==> src/rtl/data_compare_pkg.sv <==
// Shared result codes, state encoding and cascade decoding for the sequential comparator.
package data_compare_pkg;

  localparam logic [2:0] CMP_GT   = 3'b100;
  localparam logic [2:0] CMP_LT   = 3'b010;
  localparam logic [2:0] CMP_EQ   = 3'b001;
  localparam logic [2:0] CMP_NONE = 3'b000;

  typedef enum logic [1:0] {
    ST_IDLE,
    ST_RUN,
    ST_DONE
  } state_e;

  // Only the two exact GT/LT codes count; every other pattern means "equal".
  function automatic logic [2:0] decode_cascade(input logic [2:0] casc);
    logic [2:0] res;
    case (casc)
      CMP_GT:  res = CMP_GT;
      CMP_LT:  res = CMP_LT;
      default: res = CMP_EQ;
    endcase
    return res;
  endfunction

endpackage

==> src/rtl/data_compare_seq_if.sv <==
// Start/busy/done handshake and operand/result bus of the sequential comparator.
interface data_compare_seq_if #(
  parameter int unsigned WIDTH = 16
);
  logic             iStart;
  logic [WIDTH-1:0] iData_a;
  logic [WIDTH-1:0] iData_b;
  logic [2:0]       iData;
  logic             oBusy;
  logic             oDone;
  logic [2:0]       oData;

  modport master (
    output iStart, iData_a, iData_b, iData,
    input  oBusy, oDone, oData
  );

  modport slave (
    input  iStart, iData_a, iData_b, iData,
    output oBusy, oDone, oData
  );
endinterface

==> src/rtl/data_compare_seq_slice_compare.sv <==
// Combinational unsigned magnitude compare of one SLICE-bit digit.
module slice_compare #(
  parameter int unsigned SLICE = 4
) (
  input  logic [SLICE-1:0] a_i,
  input  logic [SLICE-1:0] b_i,
  output logic             gt_o,
  output logic             lt_o,
  output logic             eq_o
);

  always_comb begin
    gt_o = (a_i > b_i);
    lt_o = (a_i < b_i);
    eq_o = (a_i == b_i);
  end

endmodule

==> src/rtl/data_compare_seq.sv <==
// Multi-cycle cascadable magnitude comparator, one slice per clock, MSB slice first.
// Define DATA_COMPARE_SIGNED_EN for two's-complement operands.
module data_compare_seq
  import data_compare_pkg::*;
#(
  parameter int unsigned WIDTH = 16,
  parameter int unsigned SLICE = 4
) (
  input logic               iClk,
  input logic               iRst,
  data_compare_seq_if.slave bus
);

  localparam int unsigned NSLICE = WIDTH / SLICE;
  localparam int unsigned IdxW   = (NSLICE > 1) ? $clog2(NSLICE) : 1;
  localparam logic [IdxW-1:0] IdxMax = IdxW'(NSLICE - 1);

  typedef logic [NSLICE-1:0][SLICE-1:0] opnd_t;

  state_e          state_q, state_d;
  opnd_t           a_q, a_d;
  opnd_t           b_q, b_d;
  logic [2:0]      casc_q, casc_d;
  logic [2:0]      res_q, res_d;
  logic [IdxW-1:0] idx_q, idx_d;

  logic [SLICE-1:0] sl_a, sl_b;
  logic             sl_gt, sl_lt, sl_eq;

  always_comb begin
    sl_a = '0;
    sl_b = '0;
    for (int unsigned i = 0; i < NSLICE; i++) begin
      if (idx_q == IdxW'(i)) begin
        sl_a = a_q[i];
        sl_b = b_q[i];
      end
    end
`ifdef DATA_COMPARE_SIGNED_EN
    // Flipping the sign bit maps two's complement onto unsigned order for the top digit.
    if (idx_q == IdxMax) begin
      sl_a[SLICE-1] = ~sl_a[SLICE-1];
      sl_b[SLICE-1] = ~sl_b[SLICE-1];
    end
`endif
  end

  slice_compare #(
    .SLICE(SLICE)
  ) u_slice_compare (
    .a_i (sl_a),
    .b_i (sl_b),
    .gt_o(sl_gt),
    .lt_o(sl_lt),
    .eq_o(sl_eq)
  );

  always_comb begin
    state_d = state_q;
    a_d     = a_q;
    b_d     = b_q;
    casc_d  = casc_q;
    res_d   = res_q;
    idx_d   = idx_q;

    case (state_q)
      ST_IDLE: begin
        if (bus.iStart) begin
          a_d     = bus.iData_a;
          b_d     = bus.iData_b;
          casc_d  = bus.iData;
          idx_d   = IdxMax;
          state_d = ST_RUN;
        end
      end
      ST_RUN: begin
        unique case ({sl_gt, sl_lt, sl_eq})
          3'b100: begin
            res_d   = CMP_GT;
            state_d = ST_DONE;
          end
          3'b010: begin
            res_d   = CMP_LT;
            state_d = ST_DONE;
          end
          default: begin
            if (idx_q == '0) begin
              res_d   = decode_cascade(casc_q);
              state_d = ST_DONE;
            end else begin
              idx_d = idx_q - 1'b1;
            end
          end
        endcase
      end
      ST_DONE: state_d = ST_IDLE;
      default: state_d = ST_IDLE;
    endcase
  end

  always_ff @(posedge iClk or posedge iRst) begin
    if (iRst) begin
      state_q <= ST_IDLE;
      a_q     <= '0;
      b_q     <= '0;
      casc_q  <= '0;
      res_q   <= CMP_NONE;
      idx_q   <= '0;
    end else begin
      state_q <= state_d;
      a_q     <= a_d;
      b_q     <= b_d;
      casc_q  <= casc_d;
      res_q   <= res_d;
      idx_q   <= idx_d;
    end
  end

  assign bus.oBusy = (state_q != ST_IDLE);
  assign bus.oDone = (state_q == ST_DONE);
  assign bus.oData = res_q;

endmodule

==> src/flat_wrapper.sv <==
// flat-port wrapper written by rule: the top's interface ports become plain ports
module data_compare_seq_flat import data_compare_pkg::*;
#(
  parameter int unsigned WIDTH = 16,
  parameter int unsigned SLICE = 4
)
  (iClk, iRst, bus_iStart, bus_iData_a, bus_iData_b, bus_iData, bus_oBusy, bus_oDone, bus_oData);
  data_compare_seq_if #(.WIDTH(WIDTH)) bus_i ();
  input logic iClk;
  input logic iRst;
  input wire logic [$bits(bus_i.iStart)-1:0] bus_iStart;
  input wire logic [$bits(bus_i.iData_a)-1:0] bus_iData_a;
  input wire logic [$bits(bus_i.iData_b)-1:0] bus_iData_b;
  input wire logic [$bits(bus_i.iData)-1:0] bus_iData;
  output wire logic [$bits(bus_i.oBusy)-1:0] bus_oBusy;
  output wire logic [$bits(bus_i.oDone)-1:0] bus_oDone;
  output wire logic [$bits(bus_i.oData)-1:0] bus_oData;
  assign bus_i.iStart = bus_iStart;
  assign bus_i.iData_a = bus_iData_a;
  assign bus_i.iData_b = bus_iData_b;
  assign bus_i.iData = bus_iData;
  assign bus_oBusy = bus_i.oBusy;
  assign bus_oDone = bus_i.oDone;
  assign bus_oData = bus_i.oData;
  data_compare_seq #(.WIDTH(WIDTH), .SLICE(SLICE)) u_core (.iClk(iClk), .iRst(iRst), .bus(bus_i));
endmodule
==> config.mk <==
export PLATFORM = sky130hd
export DESIGN_NAME = data_compare_seq_flat
export DESIGN_NICKNAME = d
export VERILOG_FILES = /design/src/rtl/data_compare_pkg.sv /design/src/rtl/data_compare_seq_if.sv /design/src/rtl/data_compare_seq_slice_compare.sv /design/src/rtl/data_compare_seq.sv /design/src/flat_wrapper.sv
export SDC_FILE = /design/constraint.sdc
export NUM_CORES = 1
export LEC_CHECK = 0
export CAP_MARGIN = 20
export CORE_UTILIZATION = 45
export DETAILED_ROUTE_END_ITERATION = 16
export GPL_ROUTABILITY_DRIVEN = 0
export PLACE_DENSITY_LB_ADDON = 0.2
export SKIP_LAST_GASP = 1
export SYNTH_ARGS = -nofsm -noshare
export SYNTH_HDL_FRONTEND = slang
export SYNTH_SLANG_ARGS = --single-unit
==> constraint.sdc <==
create_clock -name iClk -period 2.5 [get_ports iClk]
set_input_delay 0.5 -clock iClk [delete_from_list [all_inputs] [get_ports iClk]]
set_output_delay 0.5 -clock iClk [all_outputs]
set_load 0.01 [all_outputs]
==> flow_summary_export.csv, run 1 <==
group,metric,value,unit
status,status,"finished clean",
worst_setup_path,criticalPathCategory,"reg2reg",
timing,setup_ws,0.124,ns
grt,antenna_found_initial,0,
placement,preCtsSetupSlack,-0.0531,ns
worst_setup_path,r2r_cells,11,
floorplanning,start_util,46.8,%
yosys,synth.avg_cell_area,11.3,um^2
worst_hold_path,min_path_cells,2,
worst_setup_path,r2r-start,"u_core.idx_q[0]",
yosys,yosysTopAreaCell,"dfrtp_1",
flow_run,max-cap-violations,0,
floorplanning,std_cell_rows,24,
timing,tightest_slew,0.508,ns
yosys,synth-compound-area-share,12.2,%
worst_setup_path,cp_slowest_cell,"dfrtp_2",
timing,hold_viol_final,0,
worst_setup_path,critPathArrivalTime,2.56,ns
yosys,yosys.area_share.simple,9.09,%
final_layout,nets,273,
yosys,synth_area,2040,um^2
cts,cts_sinks,42,
placement,dpl-instance-area,2510,um^2
cts,htreeDepth,2,
pwr,irDropWorstVdd,0.469,mV
worst_hold_path,hold_class,"reg2reg",
grt,grt_pass1_wl,6820,um
cts,cts-root-buf,"clkbuf_8",
cts,cts_tree,"done",
timing,setup_viol,0,
cts,postCtsHoldBufs,0,
yosys,synth_cells,180,
yosys,synth-seq-cells,42,
yosys,synth_top_area_share,51.6,%
yosys,syn_nets,226,
final_layout,final_util,61.6,%
detailed_routing,num_vias,1478,
yosys,synth_cell_types,29,
cts,clk_path_buf_depth,2,
detailed_routing,drcViolationCount,0,
floorplanning,die_h,69.3,um
cts,numCtsBuffers,5,
detailed_routing,dr.pass1.iters,4,
worst_setup_path,crit_family,"compound AO/OA/AOI/OAI gates",
yosys,synth_top_family_by_area,"multiplexers",
grt,gr-usage-all-layers,18.0,%
yosys,synthXorXnorAreaFrac,0.430,%
timing,timing.slew.headroom,66.1,%
timing,slew_violations,0,
worst_setup_path,critPathRequiredTime,2.68,ns
placement,io_buffers,42,
timing,finalCriticalPeriod,2.38,ns
detailed_routing,drt_iter0_drc,28,
worst_setup_path,crit_cells,11,
worst_setup_path,crit_buf_inv,3,
floorplanning,io_pins,43,
yosys,seq_area_frac_synth,51.6,%
yosys,synth_mux_area_share,17.1,%
detailed_routing,wl_per_cell,14.6,um
final_layout,post-route-cell-area,2680,um^2
detailed_routing,wirelength,4100,um
detailed_routing,vias_per_cell,5.28,
worst_setup_path,crit_fanout,9,
floorplanning,dieWidth,69.3,um
worst_hold_path,hp-start,"u_core.bus.oData[1]",
worst_setup_path,cpPeakStageDelay,0.46,ns
timing,fin_setup_tns,0,ns
yosys,synth-adder-area-share,4.91,%
pwr,power_density,1080,nW/um^2
placement,hpwl,3090,um
grt,grt_pass1_vias,1506,
final_layout,area_growth,31.6,%
cts,clk_transition_reported_paths,0.08,ns
final_layout,antenna_cells,0,
final_layout,drive_above_1_share,24.6,%
grt,overflow,0,
detailed_routing,ant_nets,0,
floorplanning,core,4350,um^2
cts,clock_insertion_delay_worst_skew,0.29,ns
grt,grt_start_max_net_pins,43,
timing,fin_crit_sh,95.0,%
worst_setup_path,worstSetupStartpointType,"register",
worst_setup_path,worstSetupEndpointType,"register",
pwr,p_leak,1.11,nW
timing,fin_skew,0.00626,ns
timing,clock.fmax,421,MHz
worst_setup_path,crit_chain,"inv_2 -> ha_4 -> nand2_1 -> o21ai_0 -> a22oi_1 -> ha_1 -> nand4_1 -> buf_4 -> o21bai_2 -> inv_1 -> o221a_2",
worst_setup_path,crit_path_start,"u_core.idx_q[0]",
yosys,yosysWarningCount,0,
floorplanning,die_area,4800,um^2
yosys,synth_area_leaders,"dfrtp_1 (52%), mux2_2 (15%), o21ai_0 (5.4%), ha_1 (4.9%), nand2_1 (3.5%)",
[metrics by stage]
step | instances | power [mW] | hold WS, ns
floorplan | 180 | 1.99 | 0.458
global placement | 270 | 2.27 | 0.474
detailed placement | 270 | 2.35 | 0.483
CTS | 279 | 2.87 | 0.499
global route | 280 | 3.10 | 0.519
finish | 280 | 2.89 | 0.493
[Yosys cell counts]
| library cell | number |
|---|---|
| nor3_1 | 2 |
| ha_1 | 8 |
| clkbuf_1 | 2 |
| o31ai_1 | 1 |
| buf_2 | 2 |
| buf_4 | 1 |
| buf_6 | 3 |
| nand2_1 | 19 |
| nand4_1 | 2 |
| nor2_1 | 4 |
| a211oi_1 | 1 |
| o21ai_0 | 22 |
| mux2_1 | 3 |
| a21oi_1 | 14 |
| inv_1 | 10 |
| nor2b_1 | 1 |
| dfrtp_1 | 42 |
| or2_4 | 1 |
| or2_2 | 1 |
| nand2b_1 | 2 |
| nor3b_1 | 1 |
| mux2_2 | 28 |
| o221a_2 | 1 |
| xnor2_1 | 1 |
| o21bai_2 | 1 |
| nor2_8 | 1 |
| a22oi_1 | 4 |
| nand3_1 | 1 |
| nor3_2 | 1 |
[sequential cells by signal, summed over array words and instances (netlist names)]
signal and flops:
u_core.a_q 16, u_core.b_q 16, u_core.casc_q 3, u_core.state_q 2
u_core.bus.oData 3, u_core.idx_q 2
[per-layer routing]
metal	track usage, %	wire length (um)	part of all wire, %	vias to the layer above
met5	0	0	0	-
met4	6.35	58	1.4	0
met3	4.80	160	3.9	6
met2	31.8	2120	52	38
met1	20.8	1760	43	711
li1	-	-	-	723
[placed cells by master, fill, tap and decap left out, types with 2 or more instances in the layout]
master            n
ha_4              3
dfrtp_2           2
a21oi_1          14
nand2_1          19
a22oi_1           4
mux2_1            3
clkdlybuf4s50_1  42
ha_1              4
buf_4             5
nand2b_1          2
o21ai_0          18
o21ai_1           4
nor2_1            4
dfrtp_1          40
inv_1             8
inv_2             2
nand4_1           2
nor3_1            2
mux2_2           28
clkbuf_8          8
[kinds of logic (layout without fill, tap and decap cells)]
logic type / count (synthesis) / count (layout)
XOR/XNOR: 1 / 1
AO/OA/AOI/OAI: 44 / 44
flip-flops: 42 / 42
multiplexers: 31 / 31
adder cells (fa/ha/maj): 8 / 8
AND/OR/NAND/NOR: 36 / 36
buffers and inverters: 18 / 66
[worst register-to-register path: stages (launching register included)]
cell and delay [ns]:
dfrtp_2 0.46, inv_2 0.13, ha_4 0.21, nand2_1 0.06
o21ai_0 0.21, a22oi_1 0.12, ha_1 0.32, nand4_1 0.09
buf_4 0.16, o21bai_2 0.16, inv_1 0.08, o221a_2 0.27
[what timing repair did]
action,4_1_cts,5_1_grt
gates resized for setup,2,14
setup endpoints to repair,3,7
setup buffers,1,1
pin swaps,1,1
[final cells by class]
class                      count  area [um^2]
tap                           52         65.1
timing repair buffer          48          478
multi-input combinational    120          937
fill                         336         1670
inverter                      10         37.5
clock buffer                   8          110
sequential                    42         1050
[where the power goes]
part	total [mW]	switching [mW]	internal, mW
Sequential	1.23	0.220	1.01
Clock	0.493	0.215	0.279
Combinational	1.17	0.516	0.653
Total	2.89	0.951	1.94
[final timing paths]
kind / to / slack, ns
setup / recovery: u_core.bus.oData[2] / 0.12
hold / removal: u_core.bus.oData[1] / 0.49
setup reg to reg: u_core.bus.oData[2] / 0.12
hold reg to reg: u_core.bus.oData[1] / 0.49
max in group asynchronous: u_core.idx_q[1] / 1.49
min in group asynchronous: u_core.bus.oData[1] / 0.63
Power figures use the tool's default switching activity.
==> run 2, diff against run 1 <==
CORE_MARGIN = 1.5   (was unset)
GPL_ROUTABILITY_DRIVEN = unset   (was 0)
MAX_ROUTING_LAYER = met4   (was unset)
==> run 2 against run 1 <==
Effect of this change:
- global-route usage grew 0.83 points
- combinational power is essentially flat
- wire length up 7.2%
- via count decreased by 0.27%
- worst hold slack improved by 0.012 ns
- register-to-register slack worse by 0.02 ns
- die area rose by 2.9%
- sequential share of layout area is 0.33 points lower
- non-clock buffer count up 5
- final cell count is 1.8% higher
- critical endpoint unchanged
- largest cell class unchanged
==> flow_summary_export.csv, run 2 (same netlist as run 1, synthesis figures left out) <==
group,metric,value,unit
floorplanning,die_area,4940,um^2
pwr,power_density,1060,nW/um^2
worst_setup_path,cpPeakStageDelay,0.46,ns
timing,finalCriticalPeriod,2.39,ns
detailed_routing,drt_iter0_drc,53,
pwr,p_sw,0.969,mW
final_layout,mostFrequentLayoutCell,"clkdlybuf4s50_1",
placement,hpwl,3220,um
floorplanning,std_cell_rows,24,
detailed_routing,vias_per_cell,5.17,
final_layout,antenna_cells,0,
detailed_routing,wl_per_cell,15.4,um
pwr,p_leak,1.13,nW
grt,grt_pass1_wl,7210,um
worst_setup_path,criticalPathCategory,"reg2reg",
worst_hold_path,hold_class,"reg2reg",
pwr,p_seq_share,43.0,%
worst_setup_path,crit_buf_inv,3,
pwr,irDropWorstVdd,0.471,mV
placement,dpl-instance-area,2500,um^2
pwr,p_int,1.90,mW
timing,fin_crit_sh,95.6,%
cts,htreeDepth,2,
final_layout,nets,278,
timing,hold_viol_final,0,
flow_run,max-cap-violations,0,
worst_setup_path,crit_fanout,7,
detailed_routing,dr.pass1.iters,4,
cts,cts_tree,"done",
floorplanning,core,4350,um^2
final_layout,area_growth,32.7,%
final_layout,layout_common_cells,"clkdlybuf4s50_1 (42), dfrtp_1 (40), mux2_2 (28)",
cts,cts_sinks,42,
detailed_routing,drcViolationCount,0,
timing,setup_viol,0,
grt,antenna_found_initial,0,
cts,clk_transition_reported_paths,0.08,ns
grt,grt_pass1_vias,1528,
cts,clk_path_buf_depth,2,
worst_setup_path,worstSetupStartpointType,"register",
final_layout,drive_above_1_share,27.0,%
worst_setup_path,worstSetupEndpointType,"register",
timing,whs,0.505,ns
placement,gp_congestion,0.837,
placement,io_buffers,42,
worst_setup_path,critPathRequiredTime,2.68,ns
timing,tightest_slew,0.597,ns
status,status,"finished clean",
floorplanning,dieWidth,70.3,um
pwr,p_comb_share,41.5,%
timing,rsz0062_at_grt,"true",
timing,timing.slew.headroom,60.2,%
detailed_routing,ant_nets,0,
timing,clock.fmax,418,MHz
final_layout,largest_registers,"u_core.a_q (16), u_core.b_q (16)",
worst_setup_path,crit_family,"compound AO/OA/AOI/OAI gates",
grt,overflow,0,
pwr,pwr-share-clk,15.5,%
floorplanning,die_h,70.3,um
timing,slew_violations,0,
final_layout,post-route-cell-area,2700,um^2
grt,grt_start_max_net_pins,43,
worst_setup_path,cp_slowest_cell,"dfrtp_2",
worst_setup_path,crit_chain,"inv_4 -> ha_4 -> buf_4 -> a21oi_1 -> o21ai_0 -> a22oi_1 -> ha_1 -> nand4_1 -> o21bai_2 -> inv_2 -> o221a_4",
grt,gr-usage-all-layers,18.8,%
timing,fin_skew,0.00816,ns
floorplanning,start_util,46.8,%
cts,clock_insertion_delay_worst_skew,0.29,ns
cts,numCtsBuffers,5,
floorplanning,io_pins,43,
worst_setup_path,critPathArrivalTime,2.58,ns
pwr,p_sw_share,33.8,%
detailed_routing,num_vias,1474,
cts,cts-root-buf,"clkbuf_8",
detailed_routing,wirelength,4390,um
==> run 2: per-layer routing <==
| metal | global-route usage (%) | part of all wire, % |
|---|---|---|
| met3 | 4.91 | 4.3 |
| met2 | 32.5 | 54 |
| met4 | 4.91 | 1.4 |
| met5 | - | 0 |
| met1 | 21.7 | 40 |
==> run 2: cell type report <==
| type | instances | area [um^2] |
|---|---|---|
| clock buffer | 7 | 86.3 |
| clock inverter | 1 | 5.00 |
| fill | 348 | 1650 |
| inverter | 10 | 40.0 |
| multi-input combinational | 120 | 947 |
| sequential | 42 | 1050 |
| tap | 52 | 65.1 |
| timing repair buffer | 53 | 507 |
==> run 2: path summary, 6_finish.rpt <==
path                                      from             endpoint  slack, ns  cells past startpoint
min in group asynchronous                 iRst        u_core.b_q[9]       0.63                      3
max                            u_core.idx_q[1]  u_core.bus.oData[2]       0.11                     11
max reg2reg                    u_core.idx_q[1]  u_core.bus.oData[2]       0.11                     11
min                        u_core.bus.oData[0]  u_core.bus.oData[0]       0.50                      2
max in group asynchronous                 iRst      u_core.idx_q[1]       1.48                      3
min reg2reg                u_core.bus.oData[0]  u_core.bus.oData[0]       0.50                      2
==> run 2: tightest hold or removal path, cell delays in order, from the launching register on <==
cell and delay (ns):
dfrtp_1 0.36, nand2_1 0.05, o31ai_1 0.06
==> run 2: timing repair <==
item,in CTS,in global routing
buffers inserted,0,6
hold buffers,0,0
pin swaps,0,12
gates cloned,0,0
endpoints found under the setup margin,3,6
gates resized for setup,3,24
==> run 2: power groups by stage <==
stage	clock, mW	sequential, mW	combinational [mW]
after detailed placement	0	1.23	1.11
after CTS	0.460	1.22	1.12
after global placement	0	1.21	1.05
after floorplan	0	1.15	0.839
final	0.444	1.23	1.19
after global routing	0.494	1.27	1.33
==> run 2: through the flow <==
| stage | setup slack (ns) | setup TNS, ns | std cells | utilization [%] | power (mW) |
|---|---|---|---|---|---|
| 3_5_place_dp | -0.0874 | -0.138 | 271 | 57.5 | 2.35 |
| 6_report | 0.109 | 0 | 285 | 62.1 | 2.87 |
| 5_1_grt | -0.140 | -0.354 | 285 | 62.1 | 3.09 |
| 4_1_cts | 0.00486 | 0 | 279 | 59.7 | 2.80 |
| 2_1_floorplan | 0.197 | 0 | 180 | - | 1.99 |
| 3_3_place_gp | 0.0556 | 0 | 271 | 57.5 | 2.27 |
